<file path="config.mk">
export PLATFORM = sky130hd
export DESIGN_NAME = int_priority_arbiter
export DESIGN_NICKNAME = d
export VERILOG_FILES = /design/src/rtl/int_priority_arbiter.sv
export SDC_FILE = /design/constraint.sdc
export NUM_CORES = 1
export LEC_CHECK = 0
export CAP_MARGIN = 40
export CORE_UTILIZATION = 54
export CTS_BUF_LIST = sky130_fd_sc_hd__clkbuf_8
export CTS_CLUSTER_DIAMETER = 50
export CTS_CLUSTER_SIZE = 25
export DETAILED_ROUTE_END_ITERATION = 10
export PLACE_DENSITY_LB_ADDON = 0.12
export SYNTH_ARGS = -nofsm -noshare
export SYNTH_HDL_FRONTEND = slang
export SYNTH_SLANG_ARGS = --single-unit
</file>
<file path="constraint.sdc">
create_clock -name Clock -period 5.47 [get_ports Clock]
set_clock_uncertainty 0.05 [all_clocks]
set_input_delay 0.8205 -clock Clock [delete_from_list [all_inputs] [get_ports Clock]]
set_output_delay 0.8205 -clock Clock [all_outputs]
set_load 0.01 [all_outputs]
</file>
<file path="src/rtl/int_priority_arbiter.sv">
// Three-source nested interrupt arbiter with EPC stack; take/return outputs are registered, one cycle after the deciding edge.
// No backpressure: req is a level held by the source until the one-hot clr pulse acknowledges it.
module int_priority_arbiter #(
  parameter logic [31:0] VectorBase  = 32'h0000_0800,
  parameter int unsigned NrOfSources = 3
) (
  input  logic                   Clock,
  input  logic                   Reset,
  input  logic [NrOfSources-1:0] req,
  input  logic [NrOfSources-1:0] mask,
  input  logic                   ie,
  input  logic                   instr_done,
  input  logic                   eret,
  input  logic [31:0]            pc_next,
  output logic                   int_take,
  output logic [31:0]            vector,
  output logic [NrOfSources-1:0] clr,
  output logic                   int_ret,
  output logic [31:0]            epc,
  output logic [NrOfSources-1:0] in_service,
  output logic [1:0]             depth,
  output logic                   eret_err
);

  typedef enum logic {
    RUN   = 1'b0,
    ENTER = 1'b1
  } state_e;

  state_e                 state_q;
  state_e                 state_d;
  logic [1:0]             cur_prio;
  logic [NrOfSources-1:0] pend;
  logic [NrOfSources-1:0] eligible;
  logic [NrOfSources-1:0] top_service;
  logic [NrOfSources-1:0] win_onehot;
  logic [1:0]             win_idx;
  logic                   take;
  logic                   ret_ok;
  logic                   ret_err;
  logic [31:0]            stack_q [3];

  // Source i may preempt only when its level (i+1) exceeds the running priority.
  always_comb begin
    cur_prio    = 2'd0;
    top_service = '0;
    if (in_service[2]) begin
      cur_prio    = 2'd3;
      top_service = 3'b100;
    end else if (in_service[1]) begin
      cur_prio    = 2'd2;
      top_service = 3'b010;
    end else if (in_service[0]) begin
      cur_prio    = 2'd1;
      top_service = 3'b001;
    end

    pend        = req & mask & ~in_service;
    eligible[0] = pend[0] & (cur_prio == 2'd0);
    eligible[1] = pend[1] & (cur_prio <= 2'd1);
    eligible[2] = pend[2] & (cur_prio <= 2'd2);

    win_idx    = 2'd0;
    win_onehot = 3'b001;
    if (eligible[2]) begin
      win_idx    = 2'd2;
      win_onehot = 3'b100;
    end else if (eligible[1]) begin
      win_idx    = 2'd1;
      win_onehot = 3'b010;
    end
  end

  // eret has precedence over a take; both are only considered in RUN.
  always_comb begin
    state_d = state_q;
    take    = 1'b0;
    ret_ok  = 1'b0;
    ret_err = 1'b0;
    case (state_q)
      RUN: begin
        if (eret) begin
          ret_ok  = (depth != 2'd0);
          ret_err = (depth == 2'd0);
        end else if (ie && instr_done && (|eligible)) begin
          take    = 1'b1;
          state_d = ENTER;
        end
      end
      ENTER: state_d = RUN;
      default: state_d = RUN;
    endcase
  end

  always_ff @(posedge Clock or posedge Reset) begin
    if (Reset) begin
      state_q <= RUN;
    end else begin
      state_q <= state_d;
    end
  end

  always_ff @(posedge Clock or posedge Reset) begin
    if (Reset) begin
      int_take   <= 1'b0;
      clr        <= '0;
      vector     <= '0;
      int_ret    <= 1'b0;
      epc        <= '0;
      in_service <= '0;
      depth      <= 2'd0;
      eret_err   <= 1'b0;
      for (int i = 0; i < 3; i++) begin
        stack_q[i] <= '0;
      end
    end else begin
      int_take <= take;
      clr      <= take ? win_onehot : '0;
      vector   <= take ? (VectorBase + {26'd0, win_idx, 4'd0}) : '0;
      int_ret  <= ret_ok;
      epc      <= ret_ok ? stack_q[depth - 2'd1] : '0;

      if (take) begin
        stack_q[depth] <= pc_next;
        depth          <= depth + 2'd1;
        in_service     <= in_service | win_onehot;
      end else if (ret_ok) begin
        depth      <= depth - 2'd1;
        in_service <= in_service & ~top_service;
      end

      if (ret_err) begin
        eret_err <= 1'b1;
      end
    end
  end

endmodule

</file>
Yosys cells after proc, flatten, opt, wreduce, memory -nomap -nowiden
Cells that the tools add are included.

Bits in registers: 153. Bits of input ports: 43. Output and inout port bits: 75. Word-level logic and storage cells: 71.

Add/subtract/negate cells: 3. Magnitude comparators: 5. Muxes and demuxes: 31. Bitwise operators: 12. Reductions and logical operators: 8.

Operators with widths (number): $mux W32 (4); $bwmux W96 (1); $bmux W32 S2 (1); $demux W32 S2 (1); $mux W3 (5); $mux W2 (7); $add A12 B6 Y13 const A (1); $mux W13 (1); $mux W1 (10); $and A3 B3 Y3 (3); $ge A3 B3 Y1 const B (2); $not A2 Y3 (2); $not A3 Y3 (2); $logic_not A2 Y1 (2); $reduce_bool A2 Y1 (2); $and A1 B1 Y1 (3); $logic_and A1 B1 Y1 (3); $lt A3 B1 Y1 const B (1); $or A3 B3 Y3 (1); $reduce_or A3 Y1 (1); $add A2 B1 Y2 const B (1); $le A2 B1 Y1 const B (1); $le A2 B2 Y1 const B (1); $pmux W1 S2 (1); other kinds (2) (2).

Logic depth before layout (Yosys ltp)
Gate-level depths: netlist of the first run.

Depth in word-level cells: 11. Mapped depth: 9.

Least setup slack after synthesis of the first run
No wires, ideal clock.

Kind: input to register. Start: input port eret. End: register stack_q[0] in the netlist's numbering. Data arrival time: 2.307 ns. Path slack: 2.988 ns. Stages: 5. Path buffers: 2. Path through: or4_1 -> buf_6 -> nor3b_4 -> buf_6 -> mux2_4.

Word-level cells in the longest chain between the ends: 2.

RTL lines: start, declared (RTL line 13) `input logic eret,`; $mux W1 (RTL line 82) `if (eret) begin`; $mux W1 (RTL line 80) `case (state_q)`; end signal, assigned by index (RTL line 124) `stack_q[depth] <= pc_next;`; end, declared (RTL line 41) `logic [31:0] stack_q [3];`.

No other way between the ends. A chain may end at the register's enable or synchronous reset.

Worst setup path after layout of the first run
Start: input port eret. End: register stack_q[93] in the netlist's numbering.

The elaborated chain is that of the path after synthesis.

==> impl_metrics.ini, run 1 <==
[global_route]
gr-usage-met3 = 0.0788
grt_max_degree = 91
track_usage = 0.220
grt_antenna_before_repair = 0
met2_usage = 0.333
grt_pass1_vias = 3822
busiest_layer = met2
grtUsageMet1 = 0.295
grt_first_pass_wirelength_um = 19400
grt-ovfl-total = 0

[final_layout]
fin_cells = 698
drive_above_1_share = 0.247
diodes = 0
nFillCells = 793
layout_common_cells = 139 x dfrtp_1, 88 x clkdlybuf4s50_1, 70 x mux2_4, 67 x nor2_1, 33 x a21oi_1
syn_to_final_growth_pct = 21.5
nNetsFinal = 591
design_area_sq_um = 7570
final_common_cell = dfrtp_1
post-route-util = 0.687

[min_path]
holdPathEnd = eret_err$_DFFE_PP0P_
hold_depth = 1
min_from = eret_err$_DFFE_PP0P_
worst_hold_path_type = reg2reg

[setup_path]
timing.rr.end = epc[22]$_DFF_PP0_
worstPathMaxFanout = 19
cp.arrival_ps = 3140
cp_slowest_cell = or4_1
r2r_slack_ps = 2950
critPathKind = in2reg
crit_path_start_kind = input pin
critPathRequiredTime_ps = 5760
reg2reg_from = depth[0]$_DFFE_PP0P_
cp_slowest_stage_delay_ps = 810
critPathCaptureType = register
reg2reg_depth = 8
crit_chain = clkdlybuf4s50_1 -> or4_1 -> nor3b_4 -> buf_4 -> mux2_2

[synthesis]
synth_top_area_frac = 0.558
synth_area_sq_um = 6240
synth-main-ff-cell = dfrtp_1
synth_cell_types = 34
synth_warnings = 0
ys_seq_area_frac = 0.558
synth_edf_count = 0
synth_top_cell_by_area = dfrtp_1
synth_seq_cells = 139
synth.avg_cell_area_sq_um = 13.7
async_reset_ff_frac = 1.00
syn_inst = 456
synth_area_leaders = dfrtp_1 56%, mux2_4 17%, mux2i_1 5.1%

[clock_tree]
ctsHoldBuffers = 0
clock_sinks = 139
htreeDepth = 4
clk_pin_slew_worst_paths_ps = 70
cts.path.max_buffers = 2
cts_made_buffers = 17
post_cts_resize_count = 0
clock_latency_ps = 450
root_buffer = clkbuf_8
postCtsSetupBuffers = 0
cts_tree = built

[drt]
drt_iter0_drc = 118
remaining_drc_errors = 0
num_vias = 3593
dr.pass1.iters = 4
drtAntennaViolNets = 0
detail_route.wl_per_cell_um = 17.0
viasPerCell = 5.15
routed_wl_um = 11900

[floorplan]
die_height_um = 109
initial_core_util = 0.565
num_io_pins = 118
core_sq_um = 11000
fp.dieW_um = 109
rows = 38
die_area_sq_um = 12000

[flow_run]
drv_cap = 0

[timing]
fmax_ghz = 0.350
slew-limit-headroom = 0.472
period_share = 0.522
layout_min_cycle_time_ps = 2850
rsz0062_at_grt = no
hold-worst-slack_ps = 426
worst_slack_ps = 2620
slew_viol_final = 0
hold_viol_final = 0
setup-tns-final_ps = 0
setup_viol = 0
max_slew.worst_pin.slew_ps = 793

[place]
placed_cell_area_sq_um = 7100
dp_slack_ps = 2190
dp.cells = 666
io_buffers = 88
place.gp.congestion = 0.714
hpwl_um = 7130

[power]
p_leak_nw = 3.60
power_mw = 4.24
powerDensity_nw_per_um2 = 560
ir_worst_vdd_v = 0.000561

[status]
status = complete, no violations
==> final cells by class <==
type,count,area (sq um),share of cell area
Clock buffer,22,303,0.0400
Sequential cell,139,3480,0.459
Inverter,5,23.8,0.00314
Timing Repair Buffer,99,983,0.130
Clock inverter,10,170,0.0225
Multi-Input combinational cell,283,2440,0.322
Tap cell,140,175,0.0231
==> sequential cells by signal (all words and copies together) (netlist names) <==
register / cells
epc: 32
in_service: 3
eret_err: 1
depth: 2
vector: 3
clr: 1
int_ret: 1
stack_q: 96
==> critical path: cells and delay by family <==
family | cells | cell delay, ps
simple gates | 2 | 1100
buf+inv | 2 | 830
mux | 1 | 380
==> how the worst max path moves through the flow <==
stage,start,endpoint,depth (start not counted)
after floorplan,Reset,clr[0]$_DFF_PP0_,1
after global placement,eret,stack_q[31]$_DFFE_PP0P_,5
after detailed placement,eret,stack_q[93]$_DFFE_PP0P_,5
after CTS,eret,stack_q[94]$_DFFE_PP0P_,5
final,eret,stack_q[93]$_DFFE_PP0P_,5
after global routing,eret,stack_q[30]$_DFFE_PP0P_,5
==> where the power goes <==
| group | switching [mW] | internal, mW | leakage [nW] |
|---|---|---|---|
| sequential | 0.222 | 1.45 | 1.82 |
| combinational | 0.700 | 0.900 | 1.53 |
| clock | 0.373 | 0.597 | 0.254 |
| total | 1.29 | 2.95 | 3.60 |
==> routing by layer <==
layer  routed length, um  share of wire
met4                 139          0.012
met2                5530           0.47
met1                5540           0.47
met3                 671          0.056
met5                   0              0
==> cell usage after synthesis (3+ instances only) <==
master and n:
a21oi_1 33, buf_2 3, buf_4 32, buf_6 10, clkbuf_1 12, dfrtp_1 139, ha_1 3, inv_1 4
mux2_1 6, mux2_2 20, mux2_4 70, mux2i_1 32, nand2_1 3, nor2_1 67, nor3b_4 3
==> cells by family (layout without fill, tap and decap cells) <==
kind of cell | after synthesis | count (layout) | synth area share
flops | 139 | 139 | 0.558
mux | 128 | 128 | 0.267
simple gates | 81 | 81 | 0.0606
buf+inv | 62 | 136 | 0.0692
compound gates | 41 | 41 | 0.0375
fa+ha+maj | 3 | 3 | 0.00602
other cells | 1 | 29 | 0.000601
xor+xnor | 1 | 1 | 0.00140
(Power assumes the default switching activity.)
==> run 2: changes to the inputs <==
Settings changed: CORE_UTILIZATION 54 to 49.
Clock period 5.47 ns to 2.6 ns, I/O delays scaled along.
==> run 2 against run 1 <==
Global-route usage decreased by 2.5 points. Hold slack got worse by 8.7 ps. Via count is 0.56% higher. Highest routed layer unchanged. Cell count rose by 4.7%. Worst setup slack worse by 2200 ps.
==> impl_metrics.ini, run 2 (synthesis gave the netlist of run 1 again) <==
[final_layout]
regMostFlops = stack_q
syn_to_final_growth_pct = 22.7
drive_above_1_share = 0.256
layout_common_cells = 139 x dfrtp_1, 88 x clkdlybuf4s50_1, 70 x mux2_4, 67 x nor2_1, 33 x a21oi_1
reg.largest.list = stack_q x96, epc x32
multiInputGateArea_sq_um = 2440
nNetsFinal = 596
largest_reg_flops = 96
diodes = 0
nFillCells = 991
final_common_cell = dfrtp_1
fin_cells = 731
seq_area_sq_um = 3480
design_area_sq_um = 7650

[floorplan]
rows = 40
core_sq_um = 12200
fp.dieW_um = 115
initial_core_util = 0.511
num_io_pins = 118
die_height_um = 115
die_area_sq_um = 13200

[timing]
period_share = 0.834
fmax_ghz = 0.461
slew-limit-headroom = 0.496
hold-worst-slack_ps = 417
max_slew.worst_pin.slew_ps = 755
hold_viol_final = 0
layout_min_cycle_time_ps = 2170
rsz0062_at_grt = no
setup-tns-final_ps = 0
slew_viol_final = 0
setup_viol = 0

[global_route]
track_usage = 0.195
grt_antenna_before_repair = 0
grt-ovfl-total = 0
grt_first_pass_wirelength_um = 19400
grt_max_degree = 140
grt_pass1_vias = 3843

[status]
status = complete, no violations

[power]
ir_worst_vdd_v = 0.000669
powerDensity_nw_per_um2 = 1140
p_leak_nw = 3.61

[setup_path]
crit_chain = or4_1 -> buf_4 -> nor3b_4 -> buf_12 -> mux2_2
cp_top_family = simple AND/OR/NAND/NOR gates
critPathCaptureType = register
worstPathMaxFanout = 32
critPathRequiredTime_ps = 2860
crit_cells = 5
cp.arrival_ps = 2430
reg2reg_depth = 5
cp_slowest_stage_delay_ps = 510
crit_path_start_kind = register
crit_buf_inv = 2
cp_slowest_cell = or4_1
critPathKind = reg2reg

[min_path]
worst_hold_path_type = in2async

[place]
dp.cells = 699
placed_cell_area_sq_um = 7230
place.gp.congestion = 0.753
hpwl_um = 7200
io_buffers = 88

[drt]
dr.pass1.iters = 5
num_vias = 3613
remaining_drc_errors = 0
drt_iter0_drc = 142
routed_wl_um = 11600
viasPerCell = 4.94
drtAntennaViolNets = 0
detail_route.wl_per_cell_um = 15.8

[clock_tree]
cts.path.max_buffers = 2
clock_sinks = 139
clock_latency_ps = 430
ctsHoldBuffers = 0
postCtsSetupBuffers = 0
clk_pin_slew_worst_paths_ps = 70
post_cts_resize_count = 0
cts_made_buffers = 17
root_buffer = clkbuf_8
cts_tree = built
htreeDepth = 4

[flow_run]
drv_cap = 0
run 2: area by class of cell:
cell class / count / share of cell area
clock buffer: 22 / 0.0396
clock inverter: 10 / 0.0159
inverter: 5 / 0.00294
multi-input combinational: 283 / 0.319
sequential: 139 / 0.455
tap: 168 / 0.0275
timing repair buffer: 104 / 0.141
run 2: tightest hold or removal path, stage by stage:
cell and delay, ps:
clkdlybuf4s50_1 440, clkinvlp_4 90, buf_12 470
run 2: per-stage QoR:
stage	worst slack [ps]	total power [mW]	util
2_1_floorplan	248	5.85	-
3_5_place_dp	29.2	6.93	0.592
4_1_cts	417	8.80	0.627
5_1_grt	351	9.28	0.627
3_3_place_gp	32.4	6.85	0.592
6_report	432	8.72	0.627
run 2: metal layers:
metal,track usage,share of wire
met3,0.0590,0.041
met2,0.306,0.47
met1,0.263,0.48
met4,0.0580,0.0094
met5,0,0
run 2: worst paths after layout:
| kind | startpoint | end | slack (ps) |
|---|---|---|---|
| worst max register to register | in_service[2]$_DFFE_PP0P_ | stack_q[64]$_DFFE_PP0P_ | 430 |
| worst min-delay path | Reset | vector[4]$_DFF_PP0_ | 420 |
| worst min register to register | stack_q[36]$_DFFE_PP0P_ | stack_q[36]$_DFFE_PP0P_ | 440 |
| worst max-delay path | in_service[2]$_DFFE_PP0P_ | stack_q[64]$_DFFE_PP0P_ | 430 |
| max in group asynchronous | Reset | epc[16]$_DFF_PP0_ | 1490 |
| min in group Clock | stack_q[36]$_DFFE_PP0P_ | stack_q[36]$_DFFE_PP0P_ | 440 |
run 2: report_power, final:
group / internal (mW) / switching (mW) / total, mW
Combinational: 1.91 / 1.47 / 3.38
Clock: 1.06 / 0.772 / 1.83
Sequential: 3.05 / 0.462 / 3.51
Total: 6.02 / 2.70 / 8.72
==> RTL change 1 (flow settings as in run 2) <==
Make the reset (`Reset`) synchronous in 2 clocked blocks.
--- a/src/rtl/int_priority_arbiter.sv
+++ b/src/rtl/int_priority_arbiter.sv
@@ -94,3 +94,3 @@
 
-  always_ff @(posedge Clock or posedge Reset) begin
+  always_ff @(posedge Clock) begin
     if (Reset) begin
@@ -102,3 +102,3 @@
 
-  always_ff @(posedge Clock or posedge Reset) begin
+  always_ff @(posedge Clock) begin
     if (Reset) begin
Function: differs if Reset is asserted again (counterexample within 4 cycles, from zero or initial values and one cycle with Reset high); with Reset held inactive, the same outputs for 4 cycles.
==> RTL change 1 against run 2 <==
Wire length up 16%; sequential cell count up 34; setup slack gained 0.023 ns; area after synthesis rose by 13%; synthesized cell count down 2.4%; design area grew 12%; core utilization is 1.6 points lower; count of clock-buffer cells in the layout decreased by 3; critical endpoint is now depth[0]; highest routed layer unchanged.
Power is not compared: it rests on default switching activity, and its combinational part moved more than twofold at a synthesized area within 25%.
==> RTL change 1: results (changes against run 2) <==
<table>
<tr><th>Metric</th><th>Value</th></tr>
<tr><th colspan="2">Run status</th></tr>
<tr><td>Run status</td><td>finished clean</td></tr>
<tr><th colspan="2">Yosys</th></tr>
<tr><td>List of most frequent post-synthesis cells</td><td>128 x edfxtp_1, 76 x and2_1, 45 x dfxtp_1, 32 x and3_1, 32 x mux4_2</td></tr>
<tr><td>Proportion of synthesized chip area in sequential cells</td><td>67.20% (+11 points)</td></tr>
<tr><td>Share of async-settable or async-resettable flops after synthesis</td><td>0% (-100 points)</td></tr>
<tr><td>Top cells by area in the synthesized netlist</td><td>edfxtp_1 54%, dfxtp_1 13%, mux4_2 10%</td></tr>
<tr><th colspan="2">Critical path</th></tr>
<tr><td>Destination of the critical timing path</td><td>depth[0]</td></tr>
<tr><td>Length in cells of the worst reg-to-reg path</td><td>4 (-1)</td></tr>
<tr><td>Reg-to-Reg Start</td><td>state_q$_SDFF_PP0_</td></tr>
<tr><td>Signal arrival time at the worst endpoint</td><td>1.70 ns (-0.73 ns)</td></tr>
<tr><td>Highest net fanout along the worst path</td><td>36 (+13%)</td></tr>
<tr><th colspan="2">Timing</th></tr>
<tr><td>Final worst slack</td><td>0.4553 ns (+0.02342 ns)</td></tr>
<tr><th colspan="2">Drt</th></tr>
<tr><td>Vias after detailed routing</td><td>3826 (+5.9%)</td></tr>
<tr><td>Number of DRC markers in iteration 0</td><td>172 (+21%)</td></tr>
<tr><th colspan="2">Cells and area</th></tr>
<tr><td>Share of cells above drive strength 1</td><td>20.93% (-4.6 points)</td></tr>
<tr><td>Final net count</td><td>593 (-0.50%)</td></tr>
<tr><td>Registers with the most flip-flops</td><td>stack_q (128), epc (32)</td></tr>
<tr><th colspan="2">Placement</th></tr>
<tr><td>Worst Setup Slack post-DPL</td><td>0.1238 ns (+0.09459 ns)</td></tr>
<tr><td>Routability congestion estimate</td><td>0.7272 (-3.4%)</td></tr>
<tr><td>Placed Instances</td><td>707 (+1.1%)</td></tr>
<tr><td>Post-DP Area</td><td>8198 um2 (+13%)</td></tr>
<tr><th colspan="2">Min path</th></tr>
<tr><td>Hold Crit Class</td><td>flop to flop</td></tr>
<tr><th colspan="2">Clock tree</th></tr>
<tr><td>Source-to-sink clock delay at the later pin of the worst-skew pair</td><td>0.46 ns (+0.03 ns)</td></tr>
<tr><th colspan="2">Global route</th></tr>
<tr><td>Pin count of the biggest net entering global routing</td><td>37 (-74%)</td></tr>
<tr><td>Total Routing Usage GR</td><td>20.18% (+0.67 points)</td></tr>
<tr><td>Vias in the first global route</td><td>3914 (+1.8%)</td></tr>
</table>
RTL change 1: cell types whose count changed in the layout (fill, tap and decap cells not counted), moves of 44 or more:
| cell | before | now |
|---|---|---|
| and2_1 | 1 | 75 |
| dfxtp_1 | 0 | 44 |
| nor2_1 | 67 | 8 |
| edfxtp_1 | 0 | 128 |
| dfrtp_1 | 139 | 0 |
| mux2_4 | 70 | 0 |
RTL change 1: worst min path at each step:
stage / start / end / slack (ns)
2_1_floorplan: in_service[0]$_SDFFE_PP0P_ / in_service[0]$_SDFFE_PP0P_ / 0.43
3_3_place_gp: in_service[0]$_SDFFE_PP0P_ / in_service[0]$_SDFFE_PP0P_ / 0.40
3_5_place_dp: eret_err$_SDFFE_PP0P_ / eret_err$_SDFFE_PP0P_ / 0.42
4_1_cts: mask[2] / vector[5]$_SDFF_PP0_ / 0.44
5_1_grt: mask[2] / vector[5]$_SDFF_PP0_ / 0.44
6_report: in_service[0]$_SDFFE_PP0P_ / in_service[0]$_SDFFE_PP0P_ / 0.44
RTL change 1: cell families after synthesis:
group | count (synthesis) | synth area share, %
adder cells (fa/ha/maj) | 4 | 0.7089
buffers and inverters | 62 | 5.263
flip-flops | 173 | 67.20
multiplexers | 33 | 10.37
other | 1 | 0.05311
AND/OR/NAND/NOR | 161 | 15.03
AO/OA/AOI/OAI | 11 | 1.382
RTL change 1: per-layer routing:
metal	track usage (%)	share of wire (%)
met5	0	0
met4	7.870	1.2
met3	5.384	4.5
met2	34.64	52
met1	24.14	42
RTL change 1: metrics by stage:
stage / setup TNS (ns) / power, W
finish: 0 / 0.005679
global route: 0 / 0.005916
CTS: 0 / 0.005749
detailed placement: 0 / 0.004077
global placement: 0 / 0.004068
floorplan: -3.448 / 0.003729
RTL change 1: cell type report:
| class | instances | share of cell area [%] |
|---|---|---|
| Clock buffer | 19 | 3.060 |
| Clock inverter | 13 | 1.010 |
| Inverter | 6 | 0.2635 |
| Multi-Input combinational cell | 238 | 24.08 |
| Sequential cell | 173 | 55.53 |
| Tap cell | 180 | 2.635 |
| Timing Repair Buffer | 110 | 13.41 |
RTL change 1: power by group through the flow:
stage | Sequential, W | Clock (W) | Combinational [W]
5_1_grt | 0.00310 | 0.00183 | 0.000976
6_report | 0.00309 | 0.00168 | 0.000903
3_3_place_gp | 0.00315 | 0 | 0.000916
2_1_floorplan | 0.00317 | 0 | 0.000560
3_5_place_dp | 0.00316 | 0 | 0.000920
4_1_cts | 0.00309 | 0.00173 | 0.000923
RTL change 1: critical path, stage by stage (launching register included):
cell,delay [ns]
dfxtp_2,0.36
buf_12,0.29
clkdlybuf4s50_1,0.59
==> RTL change 2 (settings of run 2) <==
Made on the original files. Add an input register stage for `req`, `mask`, `ie`, `instr_done`, `eret` and `pc_next`, without a reset; this delays them by one clock.
--- a/src/rtl/int_priority_arbiter.sv
+++ b/src/rtl/int_priority_arbiter.sv
@@ -29,2 +29,18 @@
 
+  logic [NrOfSources-1:0] req_q;
+  logic [NrOfSources-1:0] mask_q;
+  logic ie_q;
+  logic instr_done_q;
+  logic eret_q;
+  logic [31:0] pc_next_q;
+
+  always_ff @(posedge Clock) begin
+    req_q        <= req;
+    mask_q       <= mask;
+    ie_q         <= ie;
+    instr_done_q <= instr_done;
+    eret_q       <= eret;
+    pc_next_q    <= pc_next;
+  end
+
   state_e                 state_q;
@@ -57,3 +73,3 @@
 
-    pend        = req & mask & ~in_service;
+    pend        = req_q & mask_q & ~in_service;
     eligible[0] = pend[0] & (cur_prio == 2'd0);
@@ -81,6 +97,6 @@
       RUN: begin
-        if (eret) begin
+        if (eret_q) begin
           ret_ok  = (depth != 2'd0);
           ret_err = (depth == 2'd0);
-        end else if (ie && instr_done && (|eligible)) begin
+        end else if (ie_q && instr_done_q && (|eligible)) begin
           take    = 1'b1;
@@ -123,3 +139,3 @@
       if (take) begin
-        stack_q[depth] <= pc_next;
+        stack_q[depth] <= pc_next_q;
         depth          <= depth + 2'd1;
Behaviour: not the same (a bounded check fails within 4 cycles, from zero or initial values and one cycle with Reset high).
==> RTL change 2 against run 2 <==
Sequential share of layout area rose by 7.1 points; sequential cell count rose by 41; area after synthesis rose by 8.8%; critical path depth fell by 1; combinational power fell by 13%; design area rose by 6.8%; first-iteration DRC count fell by 13%; count of clock-buffer cells in the layout fell by 5; non-clock buffer count rose by 2; power rose by 0.13%; wire length rose by 5.1%; core utilization fell by 1.7 points; critical path type unchanged; setup slack got worse by 0.087 ns.
==> RTL change 2: results (changes against run 2) <==
<table>
<tr><th>Metric</th><th>Value</th></tr>
<tr><th colspan="2">Run status</th></tr>
<tr><td>Run status</td><td>finished clean</td></tr>
<tr><th colspan="2">Yosys</th></tr>
<tr><td>Post-synthesis average cell area</td><td>13.65 um2 (-0.15%)</td></tr>
<tr><td>Share of async-settable or async-resettable flops after synthesis</td><td>77.22% (-23 points)</td></tr>
<tr><td>Count of unique library cells instantiated by Yosys</td><td>35 (+2.9%)</td></tr>
<tr><td>Share of the synthesized netlist area taken by xor and xnor gates</td><td>0.1291% (-0.011 points)</td></tr>
<tr><td>List of most frequent post-synthesis cells</td><td>139 x dfrtp_1, 67 x nor2_1, 51 x mux2_1, 45 x mux2_2, 41 x dfxtp_1</td></tr>
<tr><td>Fraction of the mapped netlist area in compound gates</td><td>3.429% (-0.32 points)</td></tr>
<tr><th colspan="2">Global route</th></tr>
<tr><td>GRT met3 Usage</td><td>4.278% (-1.6 points)</td></tr>
<tr><td>Met2 GRT Util</td><td>30.74% (+0.12 points)</td></tr>
<tr><td>Pin count of the biggest net entering global routing</td><td>39 (-72%)</td></tr>
<tr><td>Vias in the first global route</td><td>4066 (+5.8%)</td></tr>
<tr><td>Global-route met1 utilization</td><td>24.29% (-2.0 points)</td></tr>
<tr><td>Total Routing Usage GR</td><td>18.84% (-0.67 points)</td></tr>
<tr><th colspan="2">Placement</th></tr>
<tr><td>Post-DP Area</td><td>7797 um2 (+7.9%)</td></tr>
<tr><td>Placed Instances</td><td>750 (+7.3%)</td></tr>
<tr><td>Worst Setup Slack post-DPL</td><td>0.3607 ns (+0.3315 ns)</td></tr>
<tr><th colspan="2">Pwr</th></tr>
<tr><td>Leak pwr</td><td>3.792 nW (+5.1%)</td></tr>
<tr><td>Worst voltage drop across the vdd grid</td><td>0.4865 mV (-27%)</td></tr>
<tr><th colspan="2">Critical path</th></tr>
<tr><td>Highest net fanout along the worst path</td><td>19 (-41%)</td></tr>
<tr><td>Reg-to-reg critical path endpoint</td><td>stack_q[12]$_DFFE_PP0P_</td></tr>
<tr><th colspan="2">Cells and area</th></tr>
<tr><td>Layout fillers</td><td>1097 (+11%)</td></tr>
<tr><th colspan="2">Drt</th></tr>
<tr><td>Count of TritonRoute iterations in the first routing pass</td><td>4 (-1)</td></tr>
<tr><td>Detailed-routed wire length on met3</td><td>416 um (-13%)</td></tr>
<tr><td>Detailed Route WL</td><td>12.16 mm (+5.1%)</td></tr>
<tr><td>Number of DRC markers in iteration 0</td><td>123 (-13%)</td></tr>
<tr><th colspan="2">Timing</th></tr>
<tr><td>Crit share post-route</td><td>86.74% (+3.3 points)</td></tr>
<tr><th colspan="2">Clock tree</th></tr>
<tr><td>Source-to-sink clock delay at the later pin of the worst-skew pair</td><td>0.45 ns (+0.02 ns)</td></tr>
</table>
RTL change 2: cell families (layout without fill, tap and decap cells):
logic type / after synthesis / in the layout
AOI/OAI and AO/OA: 41 / 41
buffers and inverters: 62 / 143
and+or+nand+nor: 81 / 81
adders and majority gates: 3 / 3
muxes: 128 / 128
DFF: 180 / 180
other: 1 / 29
xor gates and xnor gates: 1 / 1
RTL change 2: cell type report:
type                    count  area [um2]  area share [%]
multi-input cells         283        2177           26.63
well taps                 176       220.2           2.694
clock buffers              17       234.0           2.862
inverters                   5       22.52          0.2755
clock inverters            15       142.6           1.745
flip-flops and latches    180        4299           52.59
repair buffers            106        1079           13.19
RTL change 2: worst register-to-register path: stages (launching register included):
cell and delay [ns]:
dfrtp_1 0.42, or4_1 0.71, nor3b_4 0.26, buf_4 0.32, mux2_2 0.38
RTL change 2: power by group:
group / total, W / internal, W / switching (W)
combinational: 0.00295 / 0.00152 / 0.00144
sequential: 0.00400 / 0.00362 / 0.000385
clock: 0.00178 / 0.000840 / 0.000940
